### src/rtl/snn_pkg.sv
// Shared SNN constants and types used by the spike encoder and the output decoder.
package snn_pkg;

    localparam int unsigned NUM_CH           = 6;
    localparam int unsigned INT_W            = 8;
    localparam int unsigned DEF_WINDOW       = 64;
    localparam int unsigned DEF_REST_CYCLES  = 8;

    typedef enum logic [1:0] {
        IDLE    = 2'd0,
        PRESENT = 2'd1,
        REST    = 2'd2
    } enc_state_t;

    // Counter must reach WINDOW-1 while presenting and REST_CYCLES while resting.
    function automatic int unsigned cnt_width(input int unsigned window, input int unsigned rest);
        int unsigned m;
        m = (window > rest + 1) ? window : rest + 1;
        return (m <= 1) ? 1 : $clog2(m);
    endfunction

endpackage

### src/rtl/spike_phase_acc.sv
// Per-channel phase accumulator; the carry out of acc+intensity is the spike.
module spike_phase_acc
    import snn_pkg::*;
#(
    parameter int unsigned ACC_W = INT_W
) (
    input  logic             clock,
    input  logic             reset,
    input  logic             clear,
    input  logic             enable,
    input  logic [ACC_W-1:0] intensity,
    output logic             spike_c
);

    logic [ACC_W-1:0] acc_q;
    logic [ACC_W-1:0] acc_d;
    logic [ACC_W:0]   sum;

    always_comb begin
        sum   = {1'b0, acc_q} + {1'b0, intensity};
        acc_d = acc_q;
        if (clear) begin
            acc_d = '0;
        end else if (enable) begin
            acc_d = sum[ACC_W-1:0];
        end
    end

    assign spike_c = sum[ACC_W];

    always_ff @(posedge clock) begin
        if (reset) begin
            acc_q <= '0;
        end else begin
            acc_q <= acc_d;
        end
    end

endmodule

### src/rtl/spike_rate_encoder.sv
// Rate-codes a frame of intensities into spike trains for a fixed window, then
// holds net_reset through a rest period before accepting the next frame.
module spike_rate_encoder
    import snn_pkg::*;
#(
    parameter int unsigned CH          = NUM_CH,
    parameter int unsigned IW          = INT_W,
    parameter int unsigned WINDOW      = DEF_WINDOW,
    parameter int unsigned REST_CYCLES = DEF_REST_CYCLES
) (
    input  logic             clock,
    input  logic             reset,
    input  logic             in_valid,
    output logic             in_ready,
    input  logic [CH*IW-1:0] in_data,
    input  logic             abort,
    output logic [CH-1:0]    spk_out,
    output logic             window_active,
    output logic             net_reset,
    output logic             done
);

    localparam int unsigned CNT_W = cnt_width(WINDOW, REST_CYCLES);

    enc_state_t               state_q, state_d;
    logic [CNT_W-1:0]         cnt_q, cnt_d;
    logic [CH-1:0][IW-1:0]    int_q, int_d;
    logic [CH-1:0]            spk_q, spk_d;
    logic                     wa_q, wa_d;
    logic                     nr_q, nr_d;
    logic                     done_q, done_d;
    logic                     acc_clear;
    logic                     acc_en;
    logic [CH-1:0]            carry;

    for (genvar k = 0; k < CH; k++) begin : g_acc
        spike_phase_acc #(.ACC_W(IW)) u_acc (
            .clock     (clock),
            .reset     (reset),
            .clear     (acc_clear),
            .enable    (acc_en),
            .intensity (int_q[k]),
            .spike_c   (carry[k])
        );
    end

    always_comb begin
        state_d   = state_q;
        cnt_d     = cnt_q;
        int_d     = int_q;
        spk_d     = '0;
        wa_d      = 1'b0;
        nr_d      = 1'b0;
        done_d    = 1'b0;
        acc_clear = 1'b0;
        acc_en    = 1'b0;
        case (state_q)
            IDLE: begin
                if (in_valid) begin
                    int_d     = in_data;
                    acc_clear = 1'b1;
                    cnt_d     = '0;
                    state_d   = PRESENT;
                end
            end
            PRESENT: begin
                // Abort freezes the accumulators and drops straight into rest.
                if (abort) begin
                    cnt_d   = '0;
                    state_d = REST;
                end else begin
                    acc_en = 1'b1;
                    spk_d  = carry;
                    wa_d   = 1'b1;
                    if (cnt_q == CNT_W'(WINDOW - 1)) begin
                        cnt_d   = '0;
                        state_d = REST;
                    end else begin
                        cnt_d = cnt_q + CNT_W'(1);
                    end
                end
            end
            REST: begin
                if (cnt_q == CNT_W'(REST_CYCLES)) begin
                    done_d  = 1'b1;
                    cnt_d   = '0;
                    state_d = IDLE;
                end else begin
                    nr_d  = 1'b1;
                    cnt_d = cnt_q + CNT_W'(1);
                end
            end
            default: begin
                state_d = IDLE;
                cnt_d   = '0;
            end
        endcase
    end

    always_ff @(posedge clock) begin
        if (reset) begin
            state_q <= IDLE;
            cnt_q   <= '0;
            int_q   <= '0;
            spk_q   <= '0;
            wa_q    <= 1'b0;
            nr_q    <= 1'b0;
            done_q  <= 1'b0;
        end else begin
            state_q <= state_d;
            cnt_q   <= cnt_d;
            int_q   <= int_d;
            spk_q   <= spk_d;
            wa_q    <= wa_d;
            nr_q    <= nr_d;
            done_q  <= done_d;
        end
    end

    assign in_ready      = (state_q == IDLE);
    assign spk_out       = spk_q;
    assign window_active = wa_q;
    assign net_reset     = nr_q;
    assign done          = done_q;

endmodule

### config.mk
export PLATFORM = sky130hd
export DESIGN_NAME = spike_rate_encoder
export DESIGN_NICKNAME = d
export VERILOG_FILES = /design/src/rtl/snn_pkg.sv /design/src/rtl/spike_phase_acc.sv /design/src/rtl/spike_rate_encoder.sv
export SDC_FILE = /design/constraint.sdc
export NUM_CORES = 1
export LEC_CHECK = 0
export CAP_MARGIN = 30
export CORE_MARGIN = 4
export CORE_UTILIZATION = 35
export CTS_CLUSTER_DIAMETER = 30
export DETAILED_ROUTE_END_ITERATION = 12
export PLACE_DENSITY = 0.54
export SLEW_MARGIN = 20
export SYNTH_ARGS = -nofsm -noshare
export SYNTH_HDL_FRONTEND = slang
export SYNTH_SLANG_ARGS = --single-unit
### constraint.sdc
create_clock -name clock -period 2.7 [get_ports clock]
set_clock_uncertainty 0.05 [all_clocks]
set_input_delay 0.54 -clock clock [delete_from_list [all_inputs] [get_ports clock]]
set_output_delay 0.54 -clock clock [all_outputs]
set_load 0.01 [all_outputs]
Word-level counts from Yosys, hierarchy flattened
Cells that the tools add are included.
{ "totals": {"regBits": 113, "latchBits": 0, "mem_bits_rw": 0, "mem_bits_ro": 0, "input_bits": 52, "out_inout_bits": 10, "word_cells": 56, "memories": 0} }
{ "classes": {"n_addsub": 7, "multipliers": 0, "div": 0, "magnitude_cmp": 0, "eq_ne": 7, "shifts": 0, "n_mux": 16, "bitwise_logic": 2, "reduce_logical": 6} }
{ "ops": {"columns": ["op", "n"], "rows": [
  ["adder 8 x 8 -> 9 bit", 6],
  ["two-way mux 6 bit", 4],
  ["case mux 6 bit (3 select lines)", 1],
  ["two-way mux 2 bit", 4],
  ["adder 6 x 1 -> 6 bit (second input constant)", 1],
  ["== test 6 x 4 -> 1 bit (second input constant)", 1],
  ["== test 6 bit (second input constant)", 1],
  ["two-way mux 1 bit", 6],
  ["case mux 2 bit (3 select lines)", 1],
  ["!= test 2 bit (second input constant)", 2],
  ["OR reduction 2 bit", 2],
  ["!= test 3 bit (second input constant)", 1],
  ["AND reduction 3 bit", 1],
  ["OR reduction 3 bit", 1],
  ["== test 2 x 1 -> 1 bit (second input constant)", 1],
  ["== test 2 bit (second input constant)", 1],
  ["logical NOT 2 bit", 1],
  ["inverter 1 bit", 2],
  ["AND reduction 2 bit", 1]
]} }

Depth between registers and ports, before layout
{ "logic_depth": {"depth_word": 4, "mapped_depth": 8, "ltp_nobuf": 6} }

Cells and area by module
A second synthesis with hierarchy kept.
{ "unflattened": {"cells_unflattened": 698, "hier_area_um2": 6024.5} }
{ "modules_own_cells": {"columns": ["module", "instances", "cells_per_inst", "area_each_um2", "seq_area_each_um2"], "rows": [
  ["spike_phase_acc at g_acc[0].u_acc ...", 5, 69, 611.8, 160.2],
  ["spike_rate_encoder", 1, 284, 2363.5, 1301.2],
  ["spike_phase_acc at g_acc[1].u_acc", 1, 69, 601.8, 160.2]
]} }

Least setup slack after synthesis
Ideal clock, no wire load.
{ "synth_path": {"path_kind": "register to register", "startpoint": "reg g_acc[2].u_acc.acc_q[0]", "endpoint": "reg g_acc[2].u_acc.acc_q[6]", "setup_ps": 122, "arrival_time_ps": 1792, "required_time_ps": 2528, "path_slack_ps": 736, "stages_incl_launch_ff": 7, "path_buffers": 0, "synth_period_minus_slack_ps": 1964, "cell_sequence": "dfxtp_1 -> ha_1 -> fa_1 -> a211oi_2 -> o21ai_0 -> and3_1 -> a311o_1"} }
{ "synth_via": {"elab_chain_cells": 1} }
{ "synth_rtl": {"columns": ["element", "line", "rtl"], "rows": [
  ["start, declared", "spike_phase_acc.sv:15", "logic [ACC_W-1:0] acc_q;"],
  ["start signal, assigned", "spike_phase_acc.sv:33", "acc_q <= '0;"],
  ["start signal, assigned", "spike_phase_acc.sv:35", "acc_q <= acc_d;"],
  ["adder 8 x 8 -> 9 bit", "spike_phase_acc.sv:20", "sum = {1'b0, acc_q} + {1'b0, intensity};"]
]} }
No other way between the ends.
A chain may end at the register's enable or synchronous reset.

Worst setup path after layout
{ "layout_path": {"startpoint": "reg state_q[0]", "endpoint": "out in_ready"} }
{ "layout_via": {"elab_chain_cells": 1} }
{ "layout_rtl": {"columns": ["element", "line", "rtl"], "rows": [
  ["start, declared", "spike_rate_encoder.sv:25", "enc_state_t state_q, state_d;"],
  ["start signal, assigned", "spike_rate_encoder.sv:110", "state_q <= state_d;"],
  ["logical NOT 2 bit", "spike_rate_encoder.sv:120", "assign in_ready = (state_q == IDLE);"],
  ["end, declared", "spike_rate_encoder.sv:14", "output logic in_ready,"]
]} }
No other way between the ends.

==> impl_metrics.yaml <==
status:
  status: "complete, no violations"
place:
  portBuffers: 61
  dp_cells: 983
  dp_hpwl_mm: 10.6
  place.gp.congestion: 0.844
  post-place-ws_ns: 0.266
sta:
  fin_crit_sh_pct: 87.6
  timing_hold_violations_final: 0
  fin_crit_ns: 2.36
  fin_ws_ns: 0.336
  worst_pin_slew_ns: 0.571
  fmax_mhz: 423
  relSlewSlack_pct: 61.9
  slew_violations: 0
  tns_ns: 0
  finalSetupViolCount: 0
  rsz0062_at_grt: "false"
synthesis:
  netlist_top_cells_area: "dfxtp_1 (38%), ha_1 (11%), nand2_1 (8.9%)"
  synth_cells: 719
  synthFlopType: "dfxtp_1"
  synth_top_family_by_area: "compound AO/OA/AOI/OAI gates"
  synth_xor_area_share_pct: 1.45
  yosys.area_share.simple_pct: 21.5
  synth_edf_count: 0
  synth-warning-count: 0
  synth_cell_types: 61
  synth-compound-area-share_pct: 22.8
  yosys.area.top_type: "dfxtp_1"
  synth.most_common_cell: "nand2_1"
  synth_fp_nets: 830
  synth_top_area_share_pct: 37.6
  synthTopCellsByCount: "nand2_1 (142), dfxtp_1 (113), a21oi_1 (82)"
  seq_area_frac_synth_pct: 37.6
  avgSynthCellArea_um2: 8.37
  ys_ff_latch: 113
  async_flop_share_pct: 0
  synth_fa_ha_area_share_pct: 13.0
  syn_area_um2: 6020
  synthMuxAreaShare_pct: 0.166
clock_tree:
  cts_made_buffers: 17
  post-cts-setup-buffers: 0
  htree_num_levels: 4
  ctsResizeCount: 0
  clk_latency_ns: 0.41
  cts_tree: "built"
  ctsRootBufferMaster: "clkbuf_16"
  clkTransAtPathRegs_ns: 0.06
  holdBufCountCts: 0
  cts_sinks: 113
  clock_path_buffers: 2
setup_path:
  crit_slowest_cell: "clkdlybuf4s50_1"
  cp.arrival_ns: 1.77
  cp_data_required_time_ns: 2.11
  critPathKind: "reg -> out"
  rrSetupSlack_ns: 0.50
  cp_slowest_stage_delay_ns: 0.61
  startpoint_type: "register"
  end_kind: "output port"
  path_cells: "inv_1, ha_1, clkdlybuf4s50_1"
  path_max_fanout: 8
floorplan:
  die_y_um: 139
  num_io_pins: 62
  rows: 47
  coreArea_um2: 16700
  start_util_pct: 36.0
  fp.dieW_um: 139
  dieArea_um2: 19400
hold_path:
  min_path_type: "reg -> reg"
global_routing:
  grt_usage_pct: 15.5
  first_global_vias: 5177
  grt_max_degree: 44
  antenna_found_initial: 0
  grt-ovfl-total: 0
  grt_pass1_wl_mm: 24.6
routing:
  drtAntennaViolNets: 0
  vias_per_cell: 5.26
  dr.pass1.iters: 5
  drtIter0Drc: 304
  drc: 0
  routedWlPerCell_um: 14.5
  wirelength_mm: 14.7
  dr_total_vias: 5334
layout:
  fin_cells: 1015
  syn2layout_area_growth_pct: 24.9
  insertedDiodeCount: 0
  nets: 893
  drive_above_1_share_pct: 9.56
flow_run:
  maxCapViolations: 0
pwr:
  powerDensity_nw_per_um2: 644
  p_leak_uw: 0.00308
  peakVddDrop_mv: 0.431
## cell usage in the layout (no fill, tap or decap), types with 4 or more instances in the layout
master / instances
nand2_1: 142
a31oi_1: 4
xnor2_1: 8
a21o_1: 17
o31ai_1: 6
ha_1: 53
a211oi_1: 21
clkdlybuf4s50_1: 60
a311oi_1: 6
or3_1: 6
a211o_1: 5
and3_1: 9
nand3_1: 40
a21oi_1: 82
buf_4: 19
nor3_1: 16
o21a_1: 5
clkbuf_16: 17
o21ai_0: 26
and2_1: 8
clkinv_2: 4
a311o_1: 4
nor2_1: 29
fa_1: 6
or2_2: 6
o211ai_1: 5
dfxtp_1: 113
inv_1: 10
## final timing paths
path,from,end,cells past startpoint
setup / recovery,state_q[0],in_ready,3
hold / removal,g_acc[2].u_acc.acc_q[0],g_acc[2].u_acc.acc_q[0],2
setup reg to reg,g_acc[2].u_acc.acc_q[0],g_acc[2].u_acc.acc_q[6],6
hold reg to reg,g_acc[2].u_acc.acc_q[0],g_acc[2].u_acc.acc_q[0],2
## sequential cells by signal, indices dropped and copies added, names as in the netlist
signal             count
net_reset              1
spk_out                6
state_q                2
cnt_q                  6
window_active          1
done                   1
int_q                 48
g_acc.u_acc.acc_q     48
## cell type report
class / instances / area, µm²
clock inverters: 10 / 133
clock buffers: 22 / 474
repair buffers: 81 / 768
multi-input cells: 559 / 3570
fillers: 1653 / 9190
well taps: 220 / 275
inverters: 10 / 37.5
flip-flops and latches: 113 / 2260
## per-layer routing
layer | track usage [%] | vias up | wire [µm]
li1 | - | 2728 | -
met1 | 19.9 | 2498 | 7230
met2 | 24.5 | 87 | 6630
met3 | 4.66 | 21 | 593
met4 | 5.97 | 0 | 263
met5 | 0 | - | 0
## critical path: cells and delay by family (launching register included)
kind	cells	cell delay [ns]
adders and majority gates	1	0.35
buffers and inverters	2	0.71
DFF	1	0.31
## power by group
| part | leakage (µW) | switching (µW) | total, µW | internal (µW) |
|---|---|---|---|---|
| sequential | 0.000919 | 59.4 | 1820 | 1760 |
| clock | 0.000292 | 764 | 2280 | 1520 |
| combinational | 0.00187 | 438 | 741 | 303 |
| total | 0.00308 | 1260 | 4840 | 3580 |
## logic make-up (layout without fill, tap and decap cells)
logic type / count (synthesis) / in the layout
AO/OA/AOI/OAI: 208 / 208
XOR/XNOR: 10 / 10
adder cells (fa/ha/maj): 59 / 59
buffers and inverters: 47 / 123
flip-flops: 113 / 113
multiplexers: 1 / 1
AND/OR/NAND/NOR: 281 / 281
## stage by stage
stage	hold slack [ns]	util, %	total power [µW]	instance area [µm²]
2_1_floorplan	0.386	-	2330	6020
3_3_place_gp	0.394	41.4	2590	6910
3_5_place_dp	0.404	41.4	2600	6910
4_1_cts	0.411	45.0	4910	7520
5_1_grt	0.426	45.0	5090	7520
6_report	0.409	45.0	4840	7520
No activity file was read; power rests on OpenSTA's default activity.
